File: src/rtl/reset_sequencer_pkg.sv
// ============================================================================
// Module   : reset_sequencer_pkg
// Brief    : State encodings and elaboration helpers for the reset sequencer.
// Revision : 1.0
// ============================================================================
`default_nettype none

package reset_sequencer_pkg;

    localparam logic [1:0] C_ST_HOLD    = 2'd0;
    localparam logic [1:0] C_ST_RELEASE = 2'd1;
    localparam logic [1:0] C_ST_RUN     = 2'd2;

    typedef enum logic [1:0] {
        ST_HOLD    = C_ST_HOLD,
        ST_RELEASE = C_ST_RELEASE,
        ST_RUN     = C_ST_RUN
    } seq_state_t;

    function automatic int max2(input int a, input int b);
        return (a > b) ? a : b;
    endfunction

    function automatic bit params_ok(input int nstages, input int sync_depth,
                                     input int hold_cycles, input int gap_cycles);
        return (nstages >= 1) && (sync_depth >= 2) &&
               (hold_cycles >= 1) && (gap_cycles >= 1);
    endfunction

endpackage

`default_nettype wire

File: src/rtl/reset_sequencer_sync.sv
// ============================================================================
// Module   : reset_sequencer_sync
// Brief    : Multi-flop synchroniser for the PLL lock input, cleared by clr.
// Revision : 1.0
// ============================================================================
`default_nettype none

module reset_sequencer_sync #(
    parameter int DEPTH = 2
) (
    input  logic clk,
    input  logic clr,
    input  logic d,
    output logic q
);

    logic [DEPTH-1:0] r_chain;

    always_ff @(posedge clk or posedge clr) begin
        if (clr) begin
            r_chain <= '0;
        end else begin
            r_chain <= {r_chain[DEPTH-2:0], d};
        end
    end

    assign q = r_chain[DEPTH-1];

endmodule

`default_nettype wire

File: src/rtl/reset_sequencer.sv
// ============================================================================
// Module   : reset_sequencer
// Brief    : Staged reset release after stable PLL lock; async assert on clr,
//            synchronous in-order deassert, abort on lock loss or sw_rst.
// Revision : 1.0
// ============================================================================
`default_nettype none

module reset_sequencer
    import reset_sequencer_pkg::*;
#(
    parameter int NSTAGES     = 4,
    parameter int SYNC_DEPTH  = 2,
    parameter int HOLD_CYCLES = 16,
    parameter int GAP_CYCLES  = 4
) (
    input  logic               clk,
    input  logic               clr,
    input  logic               lock,
    input  logic               sw_rst,
    output logic [NSTAGES-1:0] rst_out,
    output logic               busy,
    output logic               ready
);

    localparam int CW = $clog2(max2(HOLD_CYCLES, GAP_CYCLES) + 1);
    localparam int KW = $clog2(NSTAGES) + 1;

    localparam logic [CW-1:0] C_HOLD_LAST = CW'(HOLD_CYCLES - 1);
    localparam logic [CW-1:0] C_GAP_LAST  = CW'(GAP_CYCLES - 1);
    localparam logic [KW-1:0] C_K_LAST    = KW'(NSTAGES - 1);

    if (!params_ok(NSTAGES, SYNC_DEPTH, HOLD_CYCLES, GAP_CYCLES)) begin : g_param_check
        $error("reset_sequencer: illegal parameter combination");
    end

    logic               w_lock_s;
    logic               w_abort;
    seq_state_t         r_state;
    seq_state_t         w_state_nxt;
    logic [CW-1:0]      r_cnt;
    logic [CW-1:0]      w_cnt_nxt;
    logic [KW-1:0]      r_k;
    logic [KW-1:0]      w_k_nxt;
    logic [KW-1:0]      w_k_inc;
    logic [NSTAGES-1:0] w_clr_mask;
    logic               r_busy;
    logic               r_ready;

    reset_sequencer_sync #(
        .DEPTH (SYNC_DEPTH)
    ) u_lock_sync (
        .clk (clk),
        .clr (clr),
        .d   (lock),
        .q   (w_lock_s)
    );

    // Lock loss and soft reset collapse into one abort that outranks any release.
    assign w_abort = ~w_lock_s | sw_rst;
    assign w_k_inc = r_k + KW'(1);

    always_comb begin
        w_state_nxt = r_state;
        w_cnt_nxt   = r_cnt;
        w_k_nxt     = r_k;
        w_clr_mask  = '0;
        if (w_abort) begin
            w_state_nxt = ST_HOLD;
            w_cnt_nxt   = '0;
            w_k_nxt     = '0;
        end else begin
            case (r_state)
                ST_HOLD: begin
                    if (r_cnt == C_HOLD_LAST) begin
                        w_clr_mask[0] = 1'b1;
                        w_cnt_nxt     = '0;
                        w_k_nxt       = '0;
                        w_state_nxt   = (NSTAGES == 1) ? ST_RUN : ST_RELEASE;
                    end else begin
                        w_cnt_nxt = r_cnt + CW'(1);
                    end
                end
                ST_RELEASE: begin
                    if (r_cnt == C_GAP_LAST) begin
                        for (int i = 1; i < NSTAGES; i++) begin
                            if (w_k_inc == KW'(i)) begin
                                w_clr_mask[i] = 1'b1;
                            end
                        end
                        w_k_nxt   = w_k_inc;
                        w_cnt_nxt = '0;
                        if (w_k_inc == C_K_LAST) begin
                            w_state_nxt = ST_RUN;
                        end
                    end else begin
                        w_cnt_nxt = r_cnt + CW'(1);
                    end
                end
                ST_RUN: begin
                    w_state_nxt = ST_RUN;
                end
                default: begin
                    w_state_nxt = ST_HOLD;
                    w_cnt_nxt   = '0;
                    w_k_nxt     = '0;
                end
            endcase
        end
    end

    always_ff @(posedge clk or posedge clr) begin
        if (clr) begin
            r_state <= ST_HOLD;
            r_cnt   <= '0;
            r_k     <= '0;
            r_busy  <= 1'b1;
            r_ready <= 1'b0;
        end else begin
            r_state <= w_state_nxt;
            r_cnt   <= w_cnt_nxt;
            r_k     <= w_k_nxt;
            r_busy  <= (w_state_nxt != ST_RUN);
            r_ready <= (w_state_nxt == ST_RUN);
        end
    end

    // One async-set flop per stage: set by clr or abort, cleared by its release strobe.
    for (genvar gi = 0; gi < NSTAGES; gi++) begin : g_stage
        logic r_q;
        always_ff @(posedge clk or posedge clr) begin
            if (clr) begin
                r_q <= 1'b1;
            end else if (w_abort) begin
                r_q <= 1'b1;
            end else if (w_clr_mask[gi]) begin
                r_q <= 1'b0;
            end
        end
        assign rst_out[gi] = r_q;
    end

    assign busy  = r_busy;
    assign ready = r_ready;

endmodule

`default_nettype wire

File: config.mk
export PLATFORM = sky130hd
export DESIGN_NAME = reset_sequencer
export DESIGN_NICKNAME = d
export VERILOG_FILES = /design/src/rtl/reset_sequencer_pkg.sv /design/src/rtl/reset_sequencer_sync.sv /design/src/rtl/reset_sequencer.sv
export SDC_FILE = /design/constraint.sdc
export NUM_CORES = 1
export LEC_CHECK = 0
export ABC_AREA = 1
export CAP_MARGIN = 20
export CORE_MARGIN = 2
export CORE_UTILIZATION = 30
export CTS_CLUSTER_SIZE = 20
export DETAILED_ROUTE_END_ITERATION = 10
export SYNTH_ARGS = -nofsm -noshare
export SYNTH_HDL_FRONTEND = slang
export SYNTH_SLANG_ARGS = --single-unit
File: constraint.sdc
create_clock -name clk -period 1.9 [get_ports clk]
set_input_delay 0.475 -clock clk [delete_from_list [all_inputs] [get_ports clk]]
set_output_delay 0.475 -clock clk [all_outputs]
set_load 0.1 [all_outputs]
==> flow_metrics.env, run 1 <==
export IMPL_synth_fa_ha_area_frac=0.0836
export IMPL_layout_min_cycle_time_ps=1520
export IMPL_cp_arrival_ps=1040
export IMPL_max_stage_delay_ps=580
export IMPL_synth_edf_count=0
export IMPL_yosys_area_share_simple=0.325
export IMPL_avgSynthCellArea_um2=8.65
export IMPL_cts_root_buf="clkbuf_4"
export IMPL_hp_class="flip-flop to flip-flop"
export IMPL_clkSinkCount=18
export IMPL_cellPowerDensity_nw_per_um2=524
export IMPL_utilization=0.380
export IMPL_cp_max_fo=2
export IMPL_path_cells="buf_12"
export IMPL_synth_ff_type="dfrtp_1"
export IMPL_muxShareOfSynthArea=0
export IMPL_cts_tree="yes"
export IMPL_synth_xor_xnor_area_share=0
export IMPL_ctsResizeCount=0
export IMPL_synth_warnings=0
export IMPL_synth_net_count=132
export IMPL_routed_wl_mm=1.76
export IMPL_criticalPathCategory="flip-flop to output port"
export IMPL_min_path_cells=0
export IMPL_tightest_slew_ps=297
export IMPL_drtPass1Iterations=4
export IMPL_grt_pass1_vias=766
export IMPL_critical_path_buf_inv_count=1
export IMPL_drive_gt1_frac=0.260
export IMPL_post_cts_buffers=0
export IMPL_vias_per_cell=4.32
export IMPL_place_congestion=0.810
export IMPL_vdd_drop_max_v=0.000263
export IMPL_fin_nets=143
export IMPL_synthArstFlopShare=1.00
export IMPL_setup_ws_ps=385
export IMPL_grt_ovfl_total=0
export IMPL_slowest_stage="dfstp_2"
export IMPL_core_area_um2=3340
export IMPL_clk_path_buf_depth=2
export IMPL_dp_hpwl_mm=1.42
export IMPL_tns_ps=0
export IMPL_setup_viol=0
export IMPL_rsz0062_at_grt="false"
export IMPL_cp_end_kind="output port"
export IMPL_postSynthCellCount=121
export IMPL_timing_rr_start="r_cnt[1]"
export IMPL_dp_slack_ps=147
export IMPL_antenna_found_initial=0
export IMPL_grt_use_total=0.103
export IMPL_wl_per_cell_um=9.92
export IMPL_hold_violations=0
export IMPL_leakagePower_nw=0.599
export IMPL_crit_required_ps=1420
export IMPL_ys_seq_area_frac=0.436
export IMPL_rr_worst_depth=9
export IMPL_fp_row_count=21
export IMPL_h_tree_depth=1
export IMPL_hold_path_endpoint="u_lock_sync.r_chain[1]"
export IMPL_dieArea_um2=3980
export IMPL_diodes=0
export IMPL_synth_top_family_by_area="simple AND/OR/NAND/NOR gates"
export IMPL_crit_path_start_kind="flip-flop"
export IMPL_final_antenna_net_count=0
export IMPL_fmax_ghz=0.660
export IMPL_pin_count=10
export IMPL_reg2reg_to="r_k[1]"
export IMPL_initial_core_util=0.314
export IMPL_cts_hold_buffers=0
export IMPL_die_h_um=63.1
export IMPL_ff2ff_setup_slack_ps=390
export IMPL_fp_dieW_um=63.1
export IMPL_numPortBuffers=9
export IMPL_status="complete, no violations"
export IMPL_area_growth_pct=21.1
export IMPL_cts_made_buffers=3
export IMPL_hp_start="u_lock_sync.r_chain[0]"
export IMPL_cp_top_family="flip-flops"
export IMPL_clk_insertion_delay_late_ps=290
export IMPL_skew_ps=2.87
export IMPL_syn_cell_area_um2=1050
export IMPL_ys_ff_latch=18
export IMPL_max_slew_margin=0.801
export IMPL_maxCapViolCount=0
export IMPL_report_final_slew_viol_count=0
export IMPL_vias=764
export IMPL_drtIter0Drc=14
export IMPL_clk_pin_slew_ps=100
export IMPL_synth_compound_area_frac=0.0550
export IMPL_layout_worst_path_cycle_share=0.797
export IMPL_drc=0
export IMPL_synthDistinctLibCells=20
export IMPL_grt_max_degree=19
export IMPL_fillers=357
export IMPL_grt_pass1_wl_mm=3.31
[metal layers]
metal / track usage / wire (µm) / vias up
li1: - / - / 388
met1: 0.132 / 839 / 370
met2: 0.168 / 876 / 6
met3: 0.0232 / 40 / 0
met4: 0.0389 / 0 / 0
met5: 0 / 0 / -
[registers in the layout (all words and copies together), names as in the netlist]
name                 count
u_lock_sync.r_chain      2
busy                     1
r_k                      3
ready                    1
g_stage.r_q              4
r_cnt                    5
r_state                  2
[cell type report]
type / instances / area (µm²) / share of cell area
multi-input combinational: 79 / 485 / 0.383
sequential: 18 / 457 / 0.360
inverter: 20 / 75.1 / 0.0592
timing repair buffer: 10 / 158 / 0.124
clock buffer: 4 / 36.3 / 0.0286
tap: 46 / 57.6 / 0.0454
[per-stage QoR]
step | hold WS [ps] | instances | instance area [µm²] | power, mW
6_report | 358 | 177 | 1270 | 0.665
5_1_grt | 375 | 177 | 1270 | 0.695
4_1_cts | 361 | 177 | 1270 | 0.674
3_5_place_dp | 336 | 173 | 1230 | 0.439
3_3_place_gp | 334 | 173 | 1230 | 0.437
2_1_floorplan | 331 | 121 | 1050 | 0.423
[layout by cell type, fill, tap and decap left out, types with 3 or more instances in the layout]
master           synthesis  layout
clkdlybuf4s50_1          0       3
inv_1                   15      15
nand3_1                  3       3
clkbuf_4                 0       3
o21ai_1                  3       3
inv_2                    5       5
nand3_4                  3       3
a21oi_1                  4       4
nand2_2                  3       3
ha_1                     7       7
nand2_1                 32      32
dfrtp_1                 13      13
buf_12                   0       6
nor2_1                  13      13
dfstp_2                  5       5
nand4_1                  3       3
[where the power goes]
part | leakage (nW) | total, mW | switching [mW] | internal, mW
clock network | 0.0210 | 0.234 | 0.118 | 0.117
logic | 0.350 | 0.0408 | 0.0257 | 0.0151
registers | 0.229 | 0.390 | 0.00248 | 0.388
[cells in the mapped netlist, types with 2 or more instances]
| cell | instances | area share |
|---|---|---|
| nand2_1 | 32 | 0.11 |
| inv_1 | 15 | 0.054 |
| dfrtp_1 | 13 | 0.31 |
| nor2_1 | 13 | 0.047 |
| ha_1 | 7 | 0.084 |
| dfstp_2 | 5 | 0.13 |
| inv_2 | 5 | 0.018 |
| a21oi_1 | 4 | 0.019 |
| buf_4 | 4 | 0.029 |
| nand2_2 | 3 | 0.018 |
| nand3_1 | 3 | 0.014 |
| nand3_4 | 3 | 0.050 |
| nand4_1 | 3 | 0.018 |
| o21ai_1 | 3 | 0.014 |
| nor2_2 | 2 | 0.012 |
| nor2_4 | 2 | 0.022 |
[worst max-delay path by stage]
stage	startpoint	endpoint	slack [ps]	cells past startpoint
2_1_floorplan	ready	ready	540	0
3_3_place_gp	sw_rst	r_cnt[3]	190	7
3_5_place_dp	sw_rst	r_k[1]	150	8
4_1_cts	g_stage[2].r_q	rst_out[2]	370	1
5_1_grt	r_cnt[1]	r_k[1]	240	9
6_report	g_stage[2].r_q	rst_out[2]	380	1
[kinds of logic after synthesis]
group	count (synthesis)
flops	18
simple gates	63
fa+ha+maj	7
compound gates	9
buf+inv	24
(Power assumes the default switching activity.)
==> run 2: changes to the inputs <==
- clock period: 1.9 -> 1.3 ns (I/O delays scaled with it)
==> run 2 against run 1 <==
The run now ends with negative setup slack left; critical path type unchanged; first-iteration DRC count decreased by 7.1%; worst hold slack worse by 64 ps; global-route usage grew 0.66 points; largest power group unchanged; count of clock-buffer cells in the layout stayed put; utilization up 4.6 points.
==> flow_metrics.env, run 2 (synthesis results as in run 1) <==
export IMPL_status="complete, but fails checks"
export IMPL_violations="negative setup slack"
export IMPL_layout_common_cells="nand2_1, inv_1, dfrtp_1"
export IMPL_clkSinkCount=18
export IMPL_fp_dieW_um=63.1
export IMPL_seq_area_um2=457
export IMPL_grt_max_degree=12
export IMPL_fin_nets=154
export IMPL_cp_depth=1
export IMPL_final_common_cell="nand2_1"
export IMPL_clk_pin_slew_ps=100
export IMPL_reg2reg_to="r_cnt[0]"
export IMPL_vias_per_cell=4.32
export IMPL_vdd_drop_max_v=0.000662
export IMPL_diodes=0
export IMPL_switching_share=0.221
export IMPL_grt_pass1_wl_mm=3.40
export IMPL_tns_ps=-657
export IMPL_fillers=319
export IMPL_crit_required_ps=980
export IMPL_top_register="r_cnt"
export IMPL_internal_power_uw=770
export IMPL_path_cells="buf_12"
export IMPL_rsz0062_at_grt="true"
export IMPL_criticalPathCategory="flip-flop to output port"
export IMPL_skew_ps=4.13
export IMPL_max_stage_delay_ps=570
export IMPL_cts_hold_buffers=0
export IMPL_p_seq_frac=0.577
export IMPL_dp_hpwl_mm=1.49
export IMPL_setup_ws_ps=-69.3
export IMPL_core_area_um2=3340
export IMPL_final_cell_area_um2=1420
export IMPL_setup_viol=12
export IMPL_dieArea_um2=3980
export IMPL_crit_path_start_kind="flip-flop"
export IMPL_fp_row_count=21
export IMPL_numPortBuffers=9
export IMPL_slowest_stage="dfstp_2"
export IMPL_timing_rr_start="r_cnt[0]"
export IMPL_ff2ff_setup_slack_ps=-70
export IMPL_largest_reg_flops=5
export IMPL_total_power_uw=989
export IMPL_cp_arrival_ps=1040
export IMPL_rr_worst_depth=8
export IMPL_cp_end_kind="output port"
export IMPL_drtPass1Iterations=4
export IMPL_cts_made_buffers=3
export IMPL_initial_core_util=0.314
export IMPL_place_congestion=0.872
export IMPL_drtIter0Drc=13
export IMPL_drive_gt1_frac=0.401
export IMPL_area_growth_pct=35.8
export IMPL_h_tree_depth=1
export IMPL_hp_class="primary input to async pin"
export IMPL_clk_path_buf_depth=2
export IMPL_grt_ovfl_total=0
export IMPL_tightest_slew_ps=287
export IMPL_wl_per_cell_um=10.8
export IMPL_top_regs="r_cnt: 5 flops, g_stage.r_q: 4 flops, r_k: 3 flops"
export IMPL_fmax_ghz=0.730
export IMPL_antenna_found_initial=0
export IMPL_cts_root_buf="clkbuf_4"
export IMPL_multiInputGateArea_um2=553
export IMPL_cp_top_family="flip-flops"
export IMPL_report_final_slew_viol_count=0
export IMPL_leakagePower_nw=0.666
export IMPL_p_switching_uw=219
export IMPL_pin_count=10
export IMPL_maxCapViolCount=0
export IMPL_utilization=0.426
export IMPL_routed_wl_mm=2.03
export IMPL_grt_use_total=0.109
export IMPL_die_h_um=63.1
export IMPL_comb_power_share=0.076
export IMPL_drc=0
export IMPL_dpl_cell_area_um2=1290
export IMPL_critical_path_buf_inv_count=1
export IMPL_grt_pass1_vias=800
export IMPL_layout_min_cycle_time_ps=1370
export IMPL_stdcell_count=188
export IMPL_max_slew_margin=0.808
export IMPL_vias=812
export IMPL_final_antenna_net_count=0
export IMPL_dpl_cell_count=180
export IMPL_cp_max_fo=2
export IMPL_layout_worst_path_cycle_share=1.05
export IMPL_cts_tree="yes"
export IMPL_hold_violations=0
export IMPL_clk_insertion_delay_late_ps=300
export IMPL_cellPowerDensity_nw_per_um2=695
export IMPL_power_frac_clock=0.347
run 2: layer usage:
metal,part of all wire,up-vias,GRT usage
li1,-,413,-
met1,0.42,379,0.127
met2,0.51,13,0.177
met3,0.027,7,0.0250
met4,0.037,0,0.0778
met5,0,-,0
run 2: area by class of cell:
type | count | share of cell area
inverters | 20 | 0.0528
repair buffers | 21 | 0.172
flip-flops and latches | 18 | 0.321
well taps | 46 | 0.0405
clock buffers | 4 | 0.0255
multi-input cells | 79 | 0.389
run 2: per-stage QoR:
| stage | hold WS [ps] | worst slack [ps] |
|---|---|---|
| 2_1_floorplan | 260 | -6.51 |
| 3_3_place_gp | 332 | -278 |
| 3_5_place_dp | 353 | -280 |
| 4_1_cts | 285 | -85.3 |
| 5_1_grt | 295 | -160 |
| 6_report | 294 | -69.3 |
run 2: what timing repair did:
action,in CTS,in global routing
endpoints found under the setup margin,14,21
hold endpoints to repair,0,0
gates resized for setup,8,10
pin swaps,6,4
buffers inserted,0,4
run 2: power by group through the flow:
stage | sequential [mW] | clock, mW | combinational [mW]
floorplan | 0.580 | 0 | 0.0398
global placement | 0.580 | 0 | 0.0683
detailed placement | 0.580 | 0 | 0.0706
CTS | 0.570 | 0.359 | 0.0710
global route | 0.572 | 0.375 | 0.0843
finish | 0.571 | 0.343 | 0.0749
run 2: worst max-delay path by stage:
stage                   startpoint          to  slack [ps]
floorplan                 r_cnt[1]      r_k[0]          -7
global placement            sw_rst       ready        -280
detailed placement          sw_rst       ready        -280
CTS                 g_stage[2].r_q  rst_out[2]         -90
global route              r_cnt[0]      r_k[1]        -160
finish              g_stage[3].r_q  rst_out[3]         -70
==> run 3: changes to the inputs <==
- CORE_MARGIN: 2 -> 3
- clock period: 1.3 -> 1.7 ns (I/O delays scaled with it)
==> run 3 against run 2 <==
Final area down 11%; largest cell class unchanged; worst hold slack better by 65 ps; critical path type is now flip-flop to flip-flop; non-clock buffer count down 10; the flow now finishes without violations; sequential share of layout area up 4.0 points; wire length down 15%; count of clock-buffer cells in the layout unchanged; flip-flop and latch count unchanged; total power down 29%.
==> flow_metrics.env, run 3 (synthesis results as in run 1) <==
export IMPL_post_cts_buffers=0
export IMPL_total_power_uw=700
export IMPL_power_frac_clock=0.310
export IMPL_initial_core_util=0.330
export IMPL_layout_common_cells="nand2_1, inv_1, nor2_1, dfrtp_1, ha_1"
export IMPL_hp_class="flip-flop to flip-flop"
export IMPL_cts_made_buffers=3
export IMPL_comb_power_share=0.068
export IMPL_crit_path_start_kind="flip-flop"
export IMPL_tns_ps=0
export IMPL_reg2reg_to="r_cnt[0]"
export IMPL_grt_pass1_vias=734
export IMPL_clkSinkCount=18
export IMPL_fmax_ghz=0.674
export IMPL_largest_reg_flops=5
export IMPL_routed_wl_mm=1.73
export IMPL_cp_arrival_ps=1700
export IMPL_grt_pass1_wl_mm=3.19
export IMPL_fp_row_count=20
export IMPL_p_seq_frac=0.623
export IMPL_cts_root_buf="clkbuf_4"
export IMPL_final_common_cell="nand2_1"
export IMPL_criticalPathCategory="flip-flop to flip-flop"
export IMPL_cts_tree="yes"
export IMPL_vias=752
export IMPL_crit_required_ps=1910
export IMPL_cellPowerDensity_nw_per_um2=554
export IMPL_final_cell_area_um2=1260
export IMPL_hp_start="u_lock_sync.r_chain[0]"
export IMPL_dpl_cell_area_um2=1240
export IMPL_slowest_stage="dfrtp_1"
export IMPL_p_switching_uw=157
export IMPL_timing_rr_start="r_cnt[1]"
export IMPL_top_regs="r_cnt: 5 flops, g_stage.r_q: 4 flops, r_k: 3 flops"
export IMPL_cts_hold_buffers=0
export IMPL_drtIter0Drc=23
export IMPL_h_tree_depth=1
export IMPL_diodes=0
export IMPL_dp_hpwl_mm=1.39
export IMPL_dp_slack_ps=32.2
export IMPL_pin_count=10
export IMPL_min_path_cells=0
export IMPL_internal_power_uw=543
export IMPL_ctsResizeCount=0
export IMPL_top_register="r_cnt"
export IMPL_critical_path_buf_inv_count=0
export IMPL_dieArea_um2=4240
export IMPL_setup_ws_ps=216
export IMPL_place_congestion=0.818
export IMPL_grt_ovfl_total=0
export IMPL_cp_end_kind="flip-flop"
export IMPL_utilization=0.398
export IMPL_setup_viol=0
export IMPL_skew_ps=3.82
export IMPL_clk_path_buf_depth=2
export IMPL_die_h_um=65.1
export IMPL_hold_path_endpoint="u_lock_sync.r_chain[1]"
export IMPL_maxCapViolCount=0
export IMPL_rr_worst_depth=9
export IMPL_drc=0
export IMPL_rsz0062_at_grt="false"
export IMPL_core_area_um2=3180
export IMPL_ff2ff_setup_slack_ps=220
export IMPL_fin_nets=144
export IMPL_wl_per_cell_um=9.85
export IMPL_switching_share=0.225
export IMPL_grt_max_degree=19
export IMPL_fp_dieW_um=65.1
export IMPL_vdd_drop_max_v=0.000287
export IMPL_clk_pin_slew_ps=100
export IMPL_hold_violations=0
export IMPL_vias_per_cell=4.27
export IMPL_max_slew_margin=0.794
export IMPL_leakagePower_nw=0.598
export IMPL_tightest_slew_ps=308
export IMPL_grt_use_total=0.0980
export IMPL_clk_insertion_delay_late_ps=290
export IMPL_numPortBuffers=9
export IMPL_cp_top_family="simple AND/OR/NAND/NOR gates"
export IMPL_antenna_found_initial=0
export IMPL_status="complete, no violations"
export IMPL_drtPass1Iterations=4
export IMPL_max_stage_delay_ps=400
export IMPL_cp_max_fo=5
export IMPL_drive_gt1_frac=0.258
export IMPL_path_cells="ha_1 -> nand2_1 -> nor2_1 -> ha_1 -> nor2_4 -> nand2_4 -> nand2_2 -> nand2_1 -> o21ai_1"
export IMPL_area_growth_pct=20.7
export IMPL_layout_worst_path_cycle_share=0.873
export IMPL_final_antenna_net_count=0
export IMPL_layout_min_cycle_time_ps=1480
export IMPL_report_final_slew_viol_count=0
## run 3: layout make-up
cell class / count / area, µm²
Sequential cell: 18 / 457
Clock buffer: 4 / 26.3
Fill cell: 337 / 1910
Timing Repair Buffer: 11 / 165
Multi-Input combinational cell: 79 / 485
Inverter: 20 / 75.1
Tap cell: 44 / 55.1
## run 3: power groups by stage
stage,Clock [mW],Sequential (mW),Combinational [mW]
floorplan,0,0.443,0.0300
global placement,0,0.443,0.0472
detailed placement,0,0.444,0.0485
CTS,0.230,0.436,0.0486
global route,0.254,0.436,0.0535
finish,0.217,0.436,0.0473
## run 3: routing by layer
layer,vias to the layer above,routed length (µm),share of wire,GRT usage
li1,392,-,-,-
met1,351,777,0.45,0.109
met2,7,880,0.51,0.172
met3,2,49,0.028,0.0312
met4,0,27,0.016,0.0389
met5,-,0,0,0
## run 3: worst max-delay path by stage
stage | start | slack [ps] | end | cells past startpoint
after detailed placement | sw_rst | 30 | r_state[1] | 6
after global routing | r_cnt[1] | 70 | r_k[2] | 9
after floorplan | r_cnt[0] | 340 | r_cnt[3] | 9
after global placement | sw_rst | 30 | r_state[1] | 6
final | r_cnt[1] | 220 | r_cnt[0] | 9
after CTS | r_cnt[1] | 200 | r_cnt[0] | 9
## run 3: metrics by stage
| stage | instances | hold slack [ps] |
|---|---|---|
| 2_1_floorplan | 121 | 331 |
| 3_3_place_gp | 172 | 333 |
| 3_5_place_dp | 172 | 341 |
| 4_1_cts | 176 | 366 |
| 5_1_grt | 176 | 367 |
| 6_report | 176 | 359 |
==> edit 1, RTL diff (flow settings as in run 1) <==
`HOLD_CYCLES`: 16 -> 32.
--- a/src/rtl/reset_sequencer.sv
+++ b/src/rtl/reset_sequencer.sv
@@ -11,7 +11,7 @@
 #(
     parameter int NSTAGES     = 4,
     parameter int SYNC_DEPTH  = 2,
-    parameter int HOLD_CYCLES = 16,
+    parameter int HOLD_CYCLES = 32,
     parameter int GAP_CYCLES  = 4
 ) (
     input  logic               clk,
Formal check against the unedited RTL: same outputs for any inputs over 10 cycles, from zero or initial values; that may be too few to reach the edited logic, so the function may still have changed.
==> edit 1 against run 1 <==
- wire length stayed put
- area after synthesis down 1.3%
- count of clock-buffer cells in the layout shrank 1
- sequential cell count is 1 higher
- power is 1.4% lower
- worst setup slack got worse by 24 ps
- clock power shrank 11%
- cell area down 1.8%
- critical endpoint is now rst_out[1]
==> edit 1: results (changes against run 1) <==
- Total number of vias: 749 (was 764)
- Global-route wire length before repair: 3310 µm (about the same)
- The worst-case reg-to-reg path depth came to 6 (was 9).
- The worst voltage drop across the vdd grid is 0.144 mV (was 0.263 mV).
- The largest clock skew in the final design was 1.11 ps (was 2.87 ps).
- The average cell area after synthesis was 9.15 µm² (was 8.65 µm²).
* Latest clock arrival within the worst-skew pair: 310 ps (was 290 ps)
* Post-synthesis net count: 122 (was 132)
* Largest net degree at the start of global routing: 20 (was 19)
- Status: finished, final reports clean (unchanged)
* Cell types with the highest counts after synthesis: nand2_1, dfrtp_1, inv_1, nor2_1 (was nand2_1, inv_1, dfrtp_1, nor2_1, ha_1)
- First DRT Iteration DRCs: 26 (was 14)
- The routability-driven placement congestion ratio was 0.798 (was 0.810).
- The worst flop-to-flop path startpoint is r_k[0]$_DFFE_PP0P_ (was r_cnt[1]$_DFFE_PP0P_).
* Number of cells in the finished layout apart from fillers: 169 (was 177)
* Largest registers: r_cnt x6, g_stage.r_q x4, r_k x3 (was r_cnt x5, g_stage.r_q x4, r_k x3)
* Crit path max-delay cell type: dfstp_2 (unchanged)
- Most area-consuming cells after synthesis: dfrtp_1, dfstp_2, nand2_1 (unchanged)
- FF-to-FF End: r_state[1]$_DFF_PP0_ (was r_k[1]$_DFFE_PP0P_)
* Average wire per cell in the routed design: 10.4 µm (was 9.92 µm)
- The internal power came to 0.000501 W (was 0.000519 W).
* Endpoint arrival time on the critical path: 1060 ps (was 1040 ps)
- Vias in the first global route: 785 (was 766)
- Layout cells sized above 1: 0.244 (was 0.260)
- The number of distinct library cells after synthesis is 25 (was 20).
* Register-to-register path setup slack: 370 ps (was 390 ps)
- Dpl hpwl: 1370 µm (was 1420 µm)
* Portion of the post-synthesis area used by sequential elements: 0.466 (was 0.436)
- The cell leakage power was 0.614 nW (was 0.599 nW).
- Crit path to: rst_out[1] (was rst_out[2])
- The transition at the pin with the smallest max-transition slack came to 341 ps (was 297 ps).
- Post-route worst hold slack: 358 ps (about the same)
* Launch point of the critical path: g_stage[1].r_q$_DFFE_PP1P_ (was g_stage[2].r_q$_DFFE_PP1P_)
- Tot GR Track Use: 0.106 (was 0.103)
- Most used flip-flop cell after synthesis: dfrtp_1 (unchanged)
-- edit 1: cell count changes after synthesis, sizes merged, moves of 2 or more --
cell	before	now
nor3	0	3
nand2	36	27
nor2	18	15
inv	20	15
xor2	0	2
ha	7	5
nand4	3	5
a21oi	5	2
o21ai	3	6
-- edit 1: layout make-up --
cell class,instances,area (µm²)
clock inverter,1,5.00
multi-input combinational,75,465
timing repair buffer,10,158
sequential,19,482
fill,348,2060
tap,46,57.6
clock buffer,3,22.5
inverter,15,56.3
-- edit 1: worst reg2reg max path, cell delays in order (launching register included) --
cell,delay (ps)
dfrtp_1,440
ha_1,230
xnor2_1,320
nand2_1,180
nor3_4,190
nor2_2,70
inv_1,50
-- edit 1: power groups by stage --
stage	clock network [W]	logic, W	registers, W
after floorplan	0	0.0000231	0.000418
after global placement	0	0.0000365	0.000418
after detailed placement	0	0.0000374	0.000419
after CTS	0.000214	0.0000375	0.000411
after global routing	0.000233	0.0000412	0.000412
final	0.000208	0.0000366	0.000411
-- edit 1: cell families after synthesis --
| kind of cell | synth area share |
|---|---|
| AND/OR/NAND/NOR | 0.311 |
| AO/OA/AOI/OAI | 0.0533 |
| XOR/XNOR | 0.0254 |
| adder cells (fa/ha/maj) | 0.0605 |
| flip-flops | 0.466 |
| buffers and inverters | 0.0835 |
-- edit 1: per-stage QoR --
step / worst slack, ps / area (µm²)
global placement: 123 / 1220
global route: 244 / 1250
finish: 360 / 1250
floorplan: 542 / 1030
CTS: 357 / 1250
detailed placement: 111 / 1220
-- edit 1: layer usage --
metal | share of wire | wire length [µm] | track usage | vias up
met2 | 0.49 | 869 | 0.180 | 14
met1 | 0.45 | 783 | 0.122 | 354
met3 | 0.040 | 70 | 0.0216 | 3
met5 | 0 | 0 | 0 | -
met4 | 0.018 | 32 | 0.0667 | 0
li1 | - | - | - | 378
